==> config.mk <==
export PLATFORM = sky130hd
export DESIGN_NAME = multicycle_control_flat
export DESIGN_NICKNAME = d
export VERILOG_FILES = /design/src/rtl/multicycle_control_if.sv /design/src/rtl/multicycle_control.sv /design/src/flat_wrapper.sv
export SDC_FILE = /design/constraint.sdc
export NUM_CORES = 1
export LEC_CHECK = 0
export CAP_MARGIN = 20
export CORE_MARGIN = 2
export CORE_UTILIZATION = 39
export CTS_CLUSTER_SIZE = 14
export DETAILED_ROUTE_END_ITERATION = 6
export GPL_ROUTABILITY_DRIVEN = 1
export PLACE_DENSITY_LB_ADDON = 0.08
export REMOVE_ABC_BUFFERS = 1
export SKIP_LAST_GASP = 1
export SLEW_MARGIN = 20
export SYNTH_ARGS = -nofsm -noshare
export SYNTH_HDL_FRONTEND = slang
export SYNTH_SLANG_ARGS = --single-unit
==> constraint.sdc <==
create_clock -name Clk -period 2.1 [get_ports Clk]
set_input_delay 0.21 -clock Clk [delete_from_list [all_inputs] [get_ports Clk]]
set_output_delay 0.21 -clock Clk [all_outputs]
set_load 0.005 [all_outputs]
==> src/rtl/multicycle_control_if.sv <==
// Control-to-datapath bundle: instruction/flag inputs from the datapath and every
// stage enable/select driven by the controller, plus the controller's state for observation.
interface multicycle_control_if;
   logic [31:0] Instr;
   logic        Zero;
   logic        IR_LdEn;
   logic        PC_Sel;
   logic        PC_LdEn;
   logic        RF_WrEn;
   logic        RF_WrData_sel;
   logic        RF_B_sel;
   logic [1:0]  ImmExt;
   logic        ALU_Bin_sel;
   logic [3:0]  ALU_func;
   logic        MEM_WrEn;
   logic        ByteOp;
   logic        InstrDone;
   logic        Illegal;
   logic [2:0]  state;

   // Handshake-free bundle: the controller owns every enable/select, the datapath
   // owns Instr and Zero; all signals are level-valid for the current clock cycle.
   modport master (
      input  Instr, Zero,
      output IR_LdEn, PC_Sel, PC_LdEn, RF_WrEn, RF_WrData_sel, RF_B_sel,
             ImmExt, ALU_Bin_sel, ALU_func, MEM_WrEn, ByteOp, InstrDone, Illegal, state
   );

   modport slave (
      output Instr, Zero,
      input  IR_LdEn, PC_Sel, PC_LdEn, RF_WrEn, RF_WrData_sel, RF_B_sel,
             ImmExt, ALU_Bin_sel, ALU_func, MEM_WrEn, ByteOp, InstrDone, Illegal, state
   );
endinterface

==> src/rtl/multicycle_control.sv <==
// Multi-cycle processor control FSM: FETCH -> DECODE -> EXEC/BRANCH -> MEM -> WB,
// decoding only the opcode/func latched during FETCH.
module multicycle_control (
   input  logic                   Clk,
   input  logic                   Reset,
   multicycle_control_if.master   bus
);

   localparam logic [5:0] OP_R    = 6'b100000;
   localparam logic [5:0] OP_LI   = 6'b111000;
   localparam logic [5:0] OP_LUI  = 6'b111001;
   localparam logic [5:0] OP_ADDI = 6'b110000;
   localparam logic [5:0] OP_ANDI = 6'b110010;
   localparam logic [5:0] OP_ORI  = 6'b110011;
   localparam logic [5:0] OP_B    = 6'b111111;
   localparam logic [5:0] OP_BEQ  = 6'b000000;
   localparam logic [5:0] OP_BNE  = 6'b000001;
   localparam logic [5:0] OP_LB   = 6'b000011;
   localparam logic [5:0] OP_LW   = 6'b001111;
   localparam logic [5:0] OP_SB   = 6'b000111;
   localparam logic [5:0] OP_SW   = 6'b011111;

   typedef enum logic [2:0] {
      S_FETCH  = 3'd0,
      S_DECODE = 3'd1,
      S_EXEC   = 3'd2,
      S_MEM    = 3'd3,
      S_WB     = 3'd4,
      S_BRANCH = 3'd5
   } state_t;

   state_t     state_q, state_d;
   logic [5:0] opc_q, func_q;

   logic func_ok, is_alu, is_load, is_store, is_branch;
   logic unused_instr;

   assign unused_instr = ^bus.Instr[25:6];
   assign bus.state    = state_q;

   always_ff @(posedge Clk) begin
      if (Reset) begin
         state_q <= S_FETCH;
         opc_q   <= '0;
         func_q  <= '0;
      end else begin
         state_q <= state_d;
         if (state_q == S_FETCH) begin
            opc_q  <= bus.Instr[31:26];
            func_q <= bus.Instr[5:0];
         end
      end
   end

   // Instruction class from the latched copy only; live Instr is never decoded.
   always_comb begin
      func_ok = 1'b0;
      case (func_q)
         6'b110000, 6'b110001, 6'b110010, 6'b110011, 6'b110100,
         6'b111000, 6'b111001, 6'b111010, 6'b111100, 6'b111101: func_ok = 1'b1;
         default: func_ok = 1'b0;
      endcase
   end

   assign is_alu    = ((opc_q == OP_R) && func_ok) || (opc_q == OP_ADDI) || (opc_q == OP_ANDI) ||
                      (opc_q == OP_ORI) || (opc_q == OP_LI) || (opc_q == OP_LUI);
   assign is_load   = (opc_q == OP_LW) || (opc_q == OP_LB);
   assign is_store  = (opc_q == OP_SW) || (opc_q == OP_SB);
   assign is_branch = (opc_q == OP_B) || (opc_q == OP_BEQ) || (opc_q == OP_BNE);

   always_comb begin
      state_d = S_FETCH;
      case (state_q)
         S_FETCH:  state_d = S_DECODE;
         S_DECODE: begin
            if (is_alu || is_load || is_store) state_d = S_EXEC;
            else if (is_branch)                state_d = S_BRANCH;
            else                               state_d = S_FETCH;
         end
         S_EXEC:   state_d = (is_load || is_store) ? S_MEM : S_WB;
         S_MEM:    state_d = is_load ? S_WB : S_FETCH;
         S_WB:     state_d = S_FETCH;
         S_BRANCH: state_d = S_FETCH;
         default:  state_d = S_FETCH;
      endcase
   end

   always_comb begin
      bus.IR_LdEn       = 1'b0;
      bus.PC_Sel        = 1'b0;
      bus.PC_LdEn       = 1'b0;
      bus.RF_WrEn       = 1'b0;
      bus.RF_WrData_sel = 1'b0;
      bus.RF_B_sel      = 1'b0;
      bus.ImmExt        = 2'b00;
      bus.ALU_Bin_sel   = 1'b0;
      bus.ALU_func      = 4'b0000;
      bus.MEM_WrEn      = 1'b0;
      bus.ByteOp        = 1'b0;
      bus.InstrDone     = 1'b0;
      bus.Illegal       = 1'b0;
      // Reset masks everything so a mid-instruction reset never leaks a partial write.
      if (!Reset) begin
         if (state_q != S_FETCH) begin
            case (opc_q)
               OP_ADDI, OP_LI, OP_LW, OP_LB, OP_SW, OP_SB: bus.ALU_Bin_sel = 1'b1;
               OP_ANDI: begin
                  bus.ImmExt      = 2'b01;
                  bus.ALU_Bin_sel = 1'b1;
                  bus.ALU_func    = 4'b0010;
               end
               OP_ORI: begin
                  bus.ImmExt      = 2'b01;
                  bus.ALU_Bin_sel = 1'b1;
                  bus.ALU_func    = 4'b0011;
               end
               OP_LUI: begin
                  bus.ImmExt      = 2'b10;
                  bus.ALU_Bin_sel = 1'b1;
               end
               OP_B, OP_BEQ, OP_BNE: begin
                  bus.ImmExt   = 2'b11;
                  bus.RF_B_sel = 1'b1;
                  bus.ALU_func = 4'b0001;
               end
               OP_R: begin
                  if (func_ok) bus.ALU_func = func_q[3:0];
               end
               default: ;
            endcase
            if (is_store) bus.RF_B_sel = 1'b1;
            bus.ByteOp = (opc_q == OP_LB) || (opc_q == OP_SB);
         end
         case (state_q)
            S_FETCH:  bus.IR_LdEn = 1'b1;
            S_DECODE: begin
               if (!(is_alu || is_load || is_store || is_branch)) begin
                  bus.PC_LdEn   = 1'b1;
                  bus.InstrDone = 1'b1;
                  bus.Illegal   = 1'b1;
               end
            end
            S_MEM: begin
               if (is_store) begin
                  bus.MEM_WrEn  = 1'b1;
                  bus.PC_LdEn   = 1'b1;
                  bus.InstrDone = 1'b1;
               end
            end
            S_WB: begin
               bus.RF_WrEn       = 1'b1;
               bus.RF_WrData_sel = is_load;
               bus.PC_LdEn       = 1'b1;
               bus.InstrDone     = 1'b1;
            end
            S_BRANCH: begin
               bus.PC_LdEn   = 1'b1;
               bus.InstrDone = 1'b1;
               if (opc_q == OP_B)        bus.PC_Sel = 1'b1;
               else if (opc_q == OP_BEQ) bus.PC_Sel = bus.Zero;
               else                      bus.PC_Sel = ~bus.Zero;
            end
            default: ;
         endcase
      end
   end

endmodule

==> src/flat_wrapper.sv <==
// flat-port wrapper written by rule: the top's interface ports become plain ports
module multicycle_control_flat 
  (Clk, Reset, bus_Instr, bus_Zero, bus_IR_LdEn, bus_PC_Sel, bus_PC_LdEn, bus_RF_WrEn, bus_RF_WrData_sel, bus_RF_B_sel, bus_ImmExt, bus_ALU_Bin_sel, bus_ALU_func, bus_MEM_WrEn, bus_ByteOp, bus_InstrDone, bus_Illegal, bus_state);
  multicycle_control_if bus_i ();
  input  logic Clk;
  input  logic Reset;
  input wire logic [$bits(bus_i.Instr)-1:0] bus_Instr;
  input wire logic [$bits(bus_i.Zero)-1:0] bus_Zero;
  output wire logic [$bits(bus_i.IR_LdEn)-1:0] bus_IR_LdEn;
  output wire logic [$bits(bus_i.PC_Sel)-1:0] bus_PC_Sel;
  output wire logic [$bits(bus_i.PC_LdEn)-1:0] bus_PC_LdEn;
  output wire logic [$bits(bus_i.RF_WrEn)-1:0] bus_RF_WrEn;
  output wire logic [$bits(bus_i.RF_WrData_sel)-1:0] bus_RF_WrData_sel;
  output wire logic [$bits(bus_i.RF_B_sel)-1:0] bus_RF_B_sel;
  output wire logic [$bits(bus_i.ImmExt)-1:0] bus_ImmExt;
  output wire logic [$bits(bus_i.ALU_Bin_sel)-1:0] bus_ALU_Bin_sel;
  output wire logic [$bits(bus_i.ALU_func)-1:0] bus_ALU_func;
  output wire logic [$bits(bus_i.MEM_WrEn)-1:0] bus_MEM_WrEn;
  output wire logic [$bits(bus_i.ByteOp)-1:0] bus_ByteOp;
  output wire logic [$bits(bus_i.InstrDone)-1:0] bus_InstrDone;
  output wire logic [$bits(bus_i.Illegal)-1:0] bus_Illegal;
  output wire logic [$bits(bus_i.state)-1:0] bus_state;
  assign bus_i.Instr = bus_Instr;
  assign bus_i.Zero = bus_Zero;
  assign bus_IR_LdEn = bus_i.IR_LdEn;
  assign bus_PC_Sel = bus_i.PC_Sel;
  assign bus_PC_LdEn = bus_i.PC_LdEn;
  assign bus_RF_WrEn = bus_i.RF_WrEn;
  assign bus_RF_WrData_sel = bus_i.RF_WrData_sel;
  assign bus_RF_B_sel = bus_i.RF_B_sel;
  assign bus_ImmExt = bus_i.ImmExt;
  assign bus_ALU_Bin_sel = bus_i.ALU_Bin_sel;
  assign bus_ALU_func = bus_i.ALU_func;
  assign bus_MEM_WrEn = bus_i.MEM_WrEn;
  assign bus_ByteOp = bus_i.ByteOp;
  assign bus_InstrDone = bus_i.InstrDone;
  assign bus_Illegal = bus_i.Illegal;
  assign bus_state = bus_i.state;
  multicycle_control u_core (.Clk(Clk), .Reset(Reset), .bus(bus_i));
endmodule
# After elaboration in Yosys (flattened, before gate mapping)
# Cells that the tools add are included.
# op_classes
muxes,40
bitwise_logic,1
reduce_logical,23
n_eq_ne,27
# ops
operator,n
$eq 6x6->1 const B,17
$mux 1,27
$pmux 4 s4,1
$logic_or 1x1->1,14
$mux 3,4
$mux 4,3
$pmux 3 s4,1
$reduce_or 10->1,1
$reduce_or 9->1,1
$eq 3x2->1 const B,2
$eq 3x3->1 const B,2
$eq 6x1->1 const B,1
$eq 6x2->1 const B,1
$eq 6x3->1 const B,1
$eq 6x4->1 const B,1
$eq 6x5->1 const B,1
$logic_not 6->1,1
$pmux 2 s3,1
$mux 2,2
$reduce_or 2->1,2
$eq 3x1->1 const B,1
$logic_not 3->1,1
$pmux 1 s3,1
$reduce_bool 3->1,1
other kinds (3),3
# word_totals
inputBits,35
reg_bits,15
output_inout_bits,20
elab_cells,94

# Longest topological paths before layout
# Gate-level depths: netlist (run 1).
# logic_depth
depth_word,15
depth_mapped,7
depth_no_buf,4

# Worst setup path before layout (run 1)
# No wires, ideal clock.
# synth_path
path_kind,register to output
from,register u_core.opc_q[3]
to,output port bus_PC_LdEn
stages_incl_launch_ff,8
n_path_buf,3
path_slack_ns,0.283
required_ns,1.890
arrival_time_ns,1.607
path_cell_list,dfxtp_1 buf_6 or2_1 buf_6 a2111oi_4 a21oi_2 a32o_1 buf_4
# synth_between
elab_chain_cells,13
# synth_rtl
element,line,rtl
"start, declared",multicycle_control.sv:33,"logic [5:0] opc_q, func_q;"
"start signal, assigned",multicycle_control.sv:49,opc_q <= bus.Instr[31:26];
$eq 6x6->1,multicycle_control.sv:65,assign is_alu = ((opc_q == OP_R) && func_ok) || (opc_q == OP_ADDI) || (opc_q == OP_ANDI) ||
$logic_and 1x1->1,multicycle_control.sv:65,
$logic_or 1x1->1 (3 in series),multicycle_control.sv:65,
$logic_or 1x1->1 (2 in series),multicycle_control.sv:66,(opc_q == OP_ORI) || (opc_q == OP_LI) || (opc_q == OP_LUI);
$logic_or 1x1->1 (3 in series),multicycle_control.sv:137,if (!(is_alu || is_load || is_store || is_branch)) begin
$mux 1,-,
$pmux 1 s3 (*),-,
$mux 1 (*),-,
"end, declared",flat_wrapper.sv:11,output wire logic [$bits(bus_i.PC_LdEn)-1:0] bus_PC_LdEn;
# Every way passes the cells marked *; elsewhere a longest branch is shown, timed or not.

# Final worst setup path (run 1)
# layout_path
from,register u_core.func_q[3]
to,output port bus_PC_LdEn
# layout_between
elab_chain_cells,15
# layout_rtl
element,line,rtl
"start, declared",multicycle_control.sv:33,
"start signal, assigned",multicycle_control.sv:50,func_q <= bus.Instr[5:0];
$eq 6x6->1,multicycle_control.sv:58,case (func_q)
$reduce_or 10->1 (*),multicycle_control.sv:58,
$mux 1 (*),multicycle_control.sv:58,
$logic_and 1x1->1 (*),multicycle_control.sv:65,
$logic_or 1x1->1 (*) (3 in series),multicycle_control.sv:65,
$logic_or 1x1->1 (*) (2 in series),multicycle_control.sv:66,
$logic_or 1x1->1 (*) (3 in series),multicycle_control.sv:137,
$mux 1 (*),multicycle_control.sv:137,
$pmux 1 s3 (*),multicycle_control.sv:134,case (state_q)
$mux 1 (*),multicycle_control.sv:103,if (!Reset) begin
# Marks and branches as above.

==> impl_metrics.toml, run 1 <==
[power_and_ir_drop]
comb_power_share_pct = 56.3
p_int_w = 0.0008582
p_seq_share_pct = 30.1
power.density_mw_per_mm2 = 787.8
pwr-share-clk_pct = 13.6
peakVddDrop_v = 0.0005190
p_leak_nw = 0.7888
report.power.total_w = 0.001378
p_sw_w = 0.0005199
p_sw_share_pct = 37.73

[timing]
fin_crit_sh_pct = 99.35
hold_viol_final = 0
final_period_minus_worst_setup_slack_ps = 2086
tns_ps = 0
worst_pin_slew_ps = 298.0
maxSlewViolCount = 0
setup_viol = 0
rsz0062_at_grt = "true"
fin_skew_ps = 3.060
relSlewSlack_pct = 80.01
max_freq_mhz = 479.3

[worst_setup_path]
worstSetupStartpointType = "flip-flop"
max_stage_delay_ps = 370
crit_chain = "mux2_4 -> a2111oi_4 -> buf_4 -> a21oi_4 -> a32o_2 -> buf_2"
arrival_ps = 1880
worstPathRequired_ps = 1890
endpoint_kind = "output pin"
slowest_stage = "dfxtp_2"
crit_type = "flip-flop to output pin"
worstPathMaxFanout = 3

[yosys]
yosys_warnings = 0
synth-seq-cells = 15
synth-edff-count = 0
netlist_area_sq_mm = 0.001049
synthDistinctLibCells = 51
synth_top_area_share_pct = 28.64
synthArstFlopShare_pct = 0
ys_seq_area_share_pct = 28.64
synth_top_area_cell = "dfxtp_1"
yosys-top-cells-area = "dfxtp_1 29%, a22o_1 7.5%, clkbuf_8 6.6%, nor2_1 4.3%, nand2_1 3.2%"
synthCells = 118
synth_flop_cell = "dfxtp_1"
avgSynthCellArea_sq_um = 8.886

[cells_and_area]
finalNetCount = 222
layout_commonest_cell = "buf_4"
final_cell_mix = "39 x buf_4, 20 x clkdlybuf4s50_1, 12 x nor2_1"
n_antenna_cell = 0
drive_above_1_share_pct = 48.39
final_area_sq_mm = 0.001749
fillers = 211
syn_to_final_growth_pct = 66.83

[floorplanning]
design.portCount = 55
fp-row-count = 18
die_h_um = 55.85
start_util_pct = 41.57
fp.dieW_um = 55.85
core_sq_mm = 0.002522
die_area_sq_mm = 0.003119

[drt]
first_pass_iters = 4
route.detailed.drc = 0
viasPerCell = 5.361
ant_nets = 0
vias = 1158
drt-initial-drc-count = 16
wl_per_cell_um = 14.63
wl_mm = 3.160

[global_routing]
met2_usage_pct = 33.33
top_usage_layer = "met2"
grt_pass1_wl_mm = 4.892
antenna_found_initial = 0
first_global_vias = 1108
overflow = 0
grt_start_max_net_pins = 12
use_met3_pct = 3.023
gr-usage-all-layers_pct = 19.68
use_met1_pct = 24.29

[run]
maxCapViolCount = 0

[clock_tree]
cts_hold_buf = 0
cts_tree = "built"
clock-root-buffer = "clkbuf_4"
path_clk_slew_ps = 110
ctsLongestPathBuffers = 2
cts_sinks = 15
numCtsBuffers = 3
htreeDepth = 1
worstSkewPairLatency_ps = 310

[placement]
placed_area_sq_mm = 0.001540
port_buffers = 34
gp_congestion = 0.8259
dp_hpwl_mm = 2.124

[run_status]
status = "complete, no violations"

[worst_hold_path]
hold_class = "input pin to flip-flop"
## stage by stage
| stage | setup slack (ps) | util [%] | cells | hold slack (ps) |
|---|---|---|---|---|
| finish | 13.71 | 69.35 | 216 | 441.1 |
| global route | -76.69 | 69.35 | 216 | 460.2 |
| CTS | -149.7 | 65.63 | 210 | 452.9 |
| detailed placement | -113.8 | 61.06 | 201 | 467.4 |
| global placement | -113.6 | 61.06 | 201 | 465.3 |
| floorplan | 413.2 | - | 107 | 318.6 |
## registers in the layout, indices dropped and copies added (netlist names)
name / flops
u_core.opc_q: 6
u_core.bus.state: 3
u_core.func_q: 6
## layer usage
layer | vias up | part of all wire, %
li1 | 574 | -
met1 | 536 | 43
met2 | 41 | 48
met3 | 7 | 6.6
met4 | 0 | 2.9
met5 | - | 0
## timing repair
action,CTS,global route
buffers inserted,5,6
endpoints found under the setup margin,16,14
pin swaps,9,8
resized for setup,40,31
## worst max-delay path, delay by kind of cell, from the launching register on
kind | cells | cell delay [ps]
AO/OA/AOI/OAI | 3 | 570
buffers and inverters | 2 | 310
flip-flops | 1 | 370
multiplexers | 1 | 320
## cells in the mapped netlist, drive strengths merged (2+ instances only)
cell type,instances
nand2b,3
clkbuf,7
o31ai,2
buf,4
and3,4
a22o,9
nor2,12
nand2,9
o311ai,2
xor2,2
nor3,5
dfxtp,15
o21ai,3
xnor2,2
nand4b,2
or2,3
inv,4
a21oi,5
## worst paths after layout
kind                     from                   to  slack (ps)  cells past startpoint
min             bus_Instr[29]      u_core.opc_q[3]         440                      3
max reg2reg   u_core.opc_q[1]  u_core.bus.state[2]         350                      7
max          u_core.func_q[3]          bus_PC_LdEn          10                      6
min reg2reg  u_core.func_q[5]     u_core.func_q[5]         490                      1
## final cells by class
type                       count  area (sq um)  share of cell area (%)
clock buffer                   3         22.52                   1.288
clock inverter                 1         5.005                  0.2861
inverter                       4         15.01                  0.8584
multi-input combinational     88         739.5                   42.27
sequential                    15         317.8                   18.17
tap                           30         37.54                   2.146
timing repair buffer          75         611.8                   34.98
## cells by family after synthesis
kind of cell | share of synthesized area, %
simple gates | 25.90
compound gates | 28.05
flops | 28.64
buf+inv | 12.05
xor+xnor | 3.342
mux | 2.029
## power by group through the flow
stage               clock (W)  sequential, W  combinational, W
finish               0.000187       0.000414          0.000776
global placement            0       0.000405          0.000644
CTS                  0.000186       0.000408          0.000713
floorplan                   0       0.000421          0.000295
detailed placement          0       0.000407          0.000651
global route         0.000203       0.000425          0.000843
(Power assumes the default switching activity.)
==> run 2, diff against run 1 <==
ABC_AREA = 1   (was default)
CORE_UTILIZATION = 38   (was 39)
==> impl_metrics.toml, run 2 <==
[run_status]
status = "complete, no violations"

[cells_and_area]
seq_area_sq_um = 321.6
multi_input_area_sq_um = 621.8
finalNetCount = 231
final_cell_mix = "34 x nand2_1, 24 x clkdlybuf4s50_1, 20 x inv_1"
layout_commonest_cell = "nand2_1"
post-route-util_pct = 61.46
drive_above_1_share_pct = 27.18
n_antenna_cell = 0
final_area_sq_mm = 0.001523
syn_to_final_growth_pct = 54.44
fillers = 235
stdcell_count = 225

[worst_setup_path]
endpoint_kind = "output pin"
arrival_ps = 1870
worstPathMaxFanout = 5
worstPathRequired_ps = 1890
crit_type = "flip-flop to output pin"
worstSetupStartpointType = "flip-flop"

[timing]
rsz0062_at_grt = "true"
max_freq_mhz = 479.7
layout_setup_ws_ps = 15.21
final_period_minus_worst_setup_slack_ps = 2085
maxSlewViolCount = 0
worst_pin_slew_ps = 262.7
hold_viol_final = 0
setup_viol = 0
fin_crit_sh_pct = 99.28
relSlewSlack_pct = 82.43
fin_skew_ps = 3.724

[drt]
viasPerCell = 4.867
wl_mm = 2.568
drt-initial-drc-count = 15
ant_nets = 0
vias = 1095
route.detailed.drc = 0
first_pass_iters = 4
wl_per_cell_um = 11.41

[yosys]
synthCells = 152
synth_flop_cell = "dfxtp_1"
synth-seq-cells = 15
synthDistinctLibCells = 23
avgSynthCellArea_sq_um = 6.486
synthArstFlopShare_pct = 0
yosys-top-cells-area = "dfxtp_1 30%, nand2_1 14%, inv_1 8.0%, nand2_2 5.1%, nand3_1 5.1%"
netlist_area_sq_um = 985.9
synth-xor-area-share_pct = 0
synth_top_area_cell = "dfxtp_1"
synth_top_area_share_pct = 30.46
synth_simple_gate_area_share_pct = 46.07
synth-edff-count = 0
synth_fa_ha_area_share_pct = 0
yosys_warnings = 0
ys_seq_area_share_pct = 30.46
synth_top_family_by_area = "simple AND/OR/NAND/NOR gates"
muxShareOfSynthArea_pct = 0
synthTopCellsByCount = "36 x nand2_1, 21 x inv_1, 15 x dfxtp_1"
synth-compound-area-share_pct = 12.06
yosysMostFrequentCell = "nand2_1"

[clock_tree]
cts_sinks = 15
htreeDepth = 1
worstSkewPairLatency_ps = 280
cts_tree = "built"
ctsLongestPathBuffers = 2
cts_hold_buf = 0
numCtsBuffers = 3
path_clk_slew_ps = 90
clock-root-buffer = "clkbuf_4"

[global_routing]
antenna_found_initial = 0
overflow = 0
grt_pass1_wl_mm = 4.119
gr-usage-all-layers_pct = 18.77
first_global_vias = 994
grt_start_max_net_pins = 17

[worst_hold_path]
hold_class = "input pin to flip-flop"

[placement]
placed_area_sq_mm = 0.001364
port_buffers = 34
place_ws_ps = 115.0
gp_congestion = 0.8449
dp_cells = 215
dp_hpwl_mm = 1.934

[power_and_ir_drop]
peakVddDrop_v = 0.0004016
report.power.total_w = 0.0008499
p_leak_nw = 0.8089
power.density_mw_per_mm2 = 558.2

[floorplanning]
die_area_sq_mm = 0.003018
design.portCount = 55
fp.dieW_um = 54.94
fp-row-count = 18
start_util_pct = 39.80
die_h_um = 54.94
core_sq_mm = 0.002477

[run]
maxCapViolCount = 0
## run 2: cell count changes in the layout (fill, tap and decap cells not counted), moves of 6 or more
cell,change
dfxtp_2,-6
nand2_1,+26
nor2_4,+8
nand2_2,+8
inv_1,+16
clkbuf_2,-6
a22o_1,-9
nand3_1,+9
buf_4,-30
o21ai_0,+6
dlymetal6s2s_1,+6
## run 2: cell type report
cell class | instances | area share (%)
tap | 30 | 2.465
multi-input combinational | 109 | 40.84
timing repair buffer | 43 | 27.94
clock buffer | 4 | 1.726
inverter | 24 | 5.916
sequential | 15 | 21.12
## run 2: worst paths after layout
check,from,cells after the start,slack (ps),to
worst max-delay path,u_core.opc_q[3],8,20,bus_ALU_func[0]
worst min-delay path,bus_Instr[31],3,450,u_core.opc_q[5]
worst max register to register,u_core.opc_q[3],8,820,u_core.bus.state[1]
worst min register to register,u_core.func_q[5],2,480,u_core.func_q[5]
## run 2: cell families after synthesis
family / after synthesis
AO/OA/AOI/OAI: 21
buffers and inverters: 28
flip-flops: 15
AND/OR/NAND/NOR: 88
## run 2: critical path, stage by stage, from the launching register on
cell	delay, ps
dfxtp_4	380
nor2_4	160
nand2_2	100
nor2_4	100
nand3_4	90
o21ai_1	130
nand3_1	70
inv_1	60
clkdlybuf4s50_1	490
## run 2: stage by stage
step | setup TNS [ps] | hold slack [ps]
after floorplan | 0 | 272.4
after CTS | -222.2 | 444.9
after detailed placement | 0 | 471.0
final | 0 | 450.6
after global placement | 0 | 460.7
after global routing | -130.4 | 465.8
## run 2: where the power goes
| group | internal (W) | switching (W) | leakage, nW |
|---|---|---|---|
| registers | 0.000322 | 0.0000391 | 0.128 |
| logic | 0.000149 | 0.000172 | 0.666 |
| clock network | 0.0000737 | 0.0000936 | 0.0150 |
| total | 0.000545 | 0.000305 | 0.809 |
## run 2: layer usage
metal | track usage, % | up-vias | part of all wire, %
met5 | 0 | - | 0
met3 | 2.419 | 2 | 6.7
li1 | - | 569 | -
met1 | 22.66 | 486 | 44
met4 | 6.098 | 0 | 0.58
met2 | 34.13 | 38 | 49
## run 2: repair_timing
item	in CTS	in global routing
endpoints found under the hold margin	0	0
resized for setup	11	24
setup buffers	0	6
setup endpoints to repair	12	11
pin swaps	3	5
==> run 3, diff against run 2 <==
clock period = 2.05 ns   (was 2.1 ns; I/O delays follow)
==> impl_metrics.toml, run 3 (synthesis results as in run 2) <==
[timing]
fin_skew_ps = 4.300
hold_viol_final = 0
maxSlewViolCount = 0
holdWs_ps = 446.7
setup_viol = 1
rsz0062_at_grt = "true"
worst_pin_slew_ps = 280.3
max_freq_mhz = 480.7
final_period_minus_worst_setup_slack_ps = 2080
layout_setup_ws_ps = -30.36
relSlewSlack_pct = 81.26
fin_crit_sh_pct = 101.5

[global_routing]
grt_start_max_net_pins = 17
gr-usage-all-layers_pct = 18.77
antenna_found_initial = 0
overflow = 0
first_global_vias = 994
grt_pass1_wl_mm = 4.119

[worst_hold_path]
hold_depth = 3
hold_class = "input pin to flip-flop"
whs_endpoint = "u_core.opc_q[5]"
min-delay-start = "bus_Instr[31]"

[worst_setup_path]
crit_chain = "nor2_4 -> nand2_2 -> nor2_4 -> nand3_4 -> o21ai_1 -> nand3_1 -> inv_1 -> clkdlybuf4s50_1"
rrSetupSlack_ps = 760
r2r_cells = 8
r2r-end = "u_core.bus.state[1]"
worstSetupStartpointType = "flip-flop"
endpoint_kind = "output pin"
r2r-start = "u_core.opc_q[3]"
max_stage_delay_ps = 490
cp_top_family = "buffers and inverters"
arrival_ps = 1880
slowest_stage = "clkdlybuf4s50_1"
worstPathMaxFanout = 5
cpMostUsedCell = "nor2_4"
critical_path_buf_inv_count = 2
crit_type = "flip-flop to output pin"
worstPathRequired_ps = 1850

[power_and_ir_drop]
p_leak_nw = 0.8117
p_sw_share_pct = 36.03
p_sw_w = 0.0003150
p_int_w = 0.0005593
p_seq_share_pct = 42.5
power.density_mw_per_mm2 = 570.0
report.power.total_w = 0.0008743
pwr-share-clk_pct = 19.5
peakVddDrop_v = 0.0004116
comb_power_share_pct = 38.0

[floorplanning]
fp-row-count = 18
core_sq_mm = 0.002477
die_area_sq_mm = 0.003018
start_util_pct = 39.80
design.portCount = 55
die_h_um = 54.94
fp.dieW_um = 54.94

[cells_and_area]
drive_above_1_share_pct = 29.23
n_antenna_cell = 0
layout_commonest_cell = "nand2_1"
final_cell_mix = "33 x nand2_1, 24 x clkdlybuf4s50_1, 20 x inv_1"
syn_to_final_growth_pct = 55.58
finalNetCount = 231

[run_status]
status = "complete, but fails checks"
violations = "setup timing"

[clock_tree]
ctsLongestPathBuffers = 2
clock-root-buffer = "clkbuf_4"
cts_tree = "built"
worstSkewPairLatency_ps = 280
path_clk_slew_ps = 90
numCtsBuffers = 3
htreeDepth = 1
cts_sinks = 15

[drt]
drt-initial-drc-count = 14
wl_per_cell_um = 11.54
vias = 1106
first_pass_iters = 4
wl_mm = 2.597
route.detailed.drc = 0
viasPerCell = 4.916
ant_nets = 0

[run]
maxCapViolCount = 0

[placement]
port_buffers = 34
gp_congestion = 0.8449
dp_hpwl_mm = 1.934
[run 3: cell count changes in the layout (fill, tap and decap cells not counted)]
cell | before | now
nor3_2 | 0 | 1
nor2_2 | 3 | 4
nor2_1 | 9 | 8
dfxtp_1 | 8 | 7
dfxtp_2 | 2 | 3
nand2_2 | 9 | 10
nand2_1 | 34 | 33
nor3_1 | 5 | 4
[run 3: worst max-delay path by stage]
stage	slack, ps	cells after the start	start	end
after floorplan	750	8	u_core.opc_q[2]	bus_InstrDone
after global placement	80	5	Reset	bus_ALU_func[3]
after detailed placement	80	5	Reset	bus_ALU_func[3]
after CTS	-130	8	u_core.opc_q[5]	bus_InstrDone
after global routing	-180	8	u_core.opc_q[3]	bus_ALU_func[0]
final	-30	8	u_core.opc_q[3]	bus_ALU_func[0]
[run 3: final cells by class]
type | instances | area (sq um)
Sequential cell | 15 | 322.8
Timing Repair Buffer | 43 | 425.4
Multi-Input combinational cell | 109 | 631.9
Clock buffer | 4 | 26.28
Fill cell | 236 | 943.4
Inverter | 24 | 90.09
Tap cell | 30 | 37.54
[run 3: worst min-delay path: stages]
cell             delay, ps
clkdlybuf4s50_1        390
nand2_1                 60
nand2_1                 40
[run 3: power groups by stage]
stage	Sequential [W]	Clock [W]	Combinational, W
finish	0.000372	0.000171	0.000332
global route	0.000377	0.000193	0.000370
CTS	0.000366	0.000181	0.000296
detailed placement	0.000368	0	0.000291
global placement	0.000366	0	0.000286
floorplan	0.000361	0	0.000169
[run 3: metal layers]
metal	part of all wire, %	vias up	GRT usage (%)
met4	0.58	0	6.098
li1	-	570	-
met5	0	-	0
met1	45	501	22.66
met2	49	33	34.13
met3	6.0	2	2.419
[run 3: repair_timing]
action                     4_1_cts  5_1_grt
resized for setup               12       27
buffers inserted                 0        6
setup endpoints to repair       13       14
hold buffers                     0        0
pin swaps                        3        6
[run 3: metrics by stage]
| stage | worst slack [ps] | util, % | setup TNS (ps) | area, sq um | instances |
|---|---|---|---|---|---|
| final | -30.36 | 61.92 | -30.36 | 1534 | 225 |
| after detailed placement | 75.02 | 55.05 | 0 | 1364 | 215 |
| after global placement | 76.69 | 55.05 | 0 | 1364 | 215 |
| after CTS | -130.8 | 57.02 | -431.2 | 1413 | 219 |
| after floorplan | 750.5 | - | 0 | 963.4 | 148 |
| after global routing | -175.4 | 61.92 | -176.7 | 1534 | 225 |
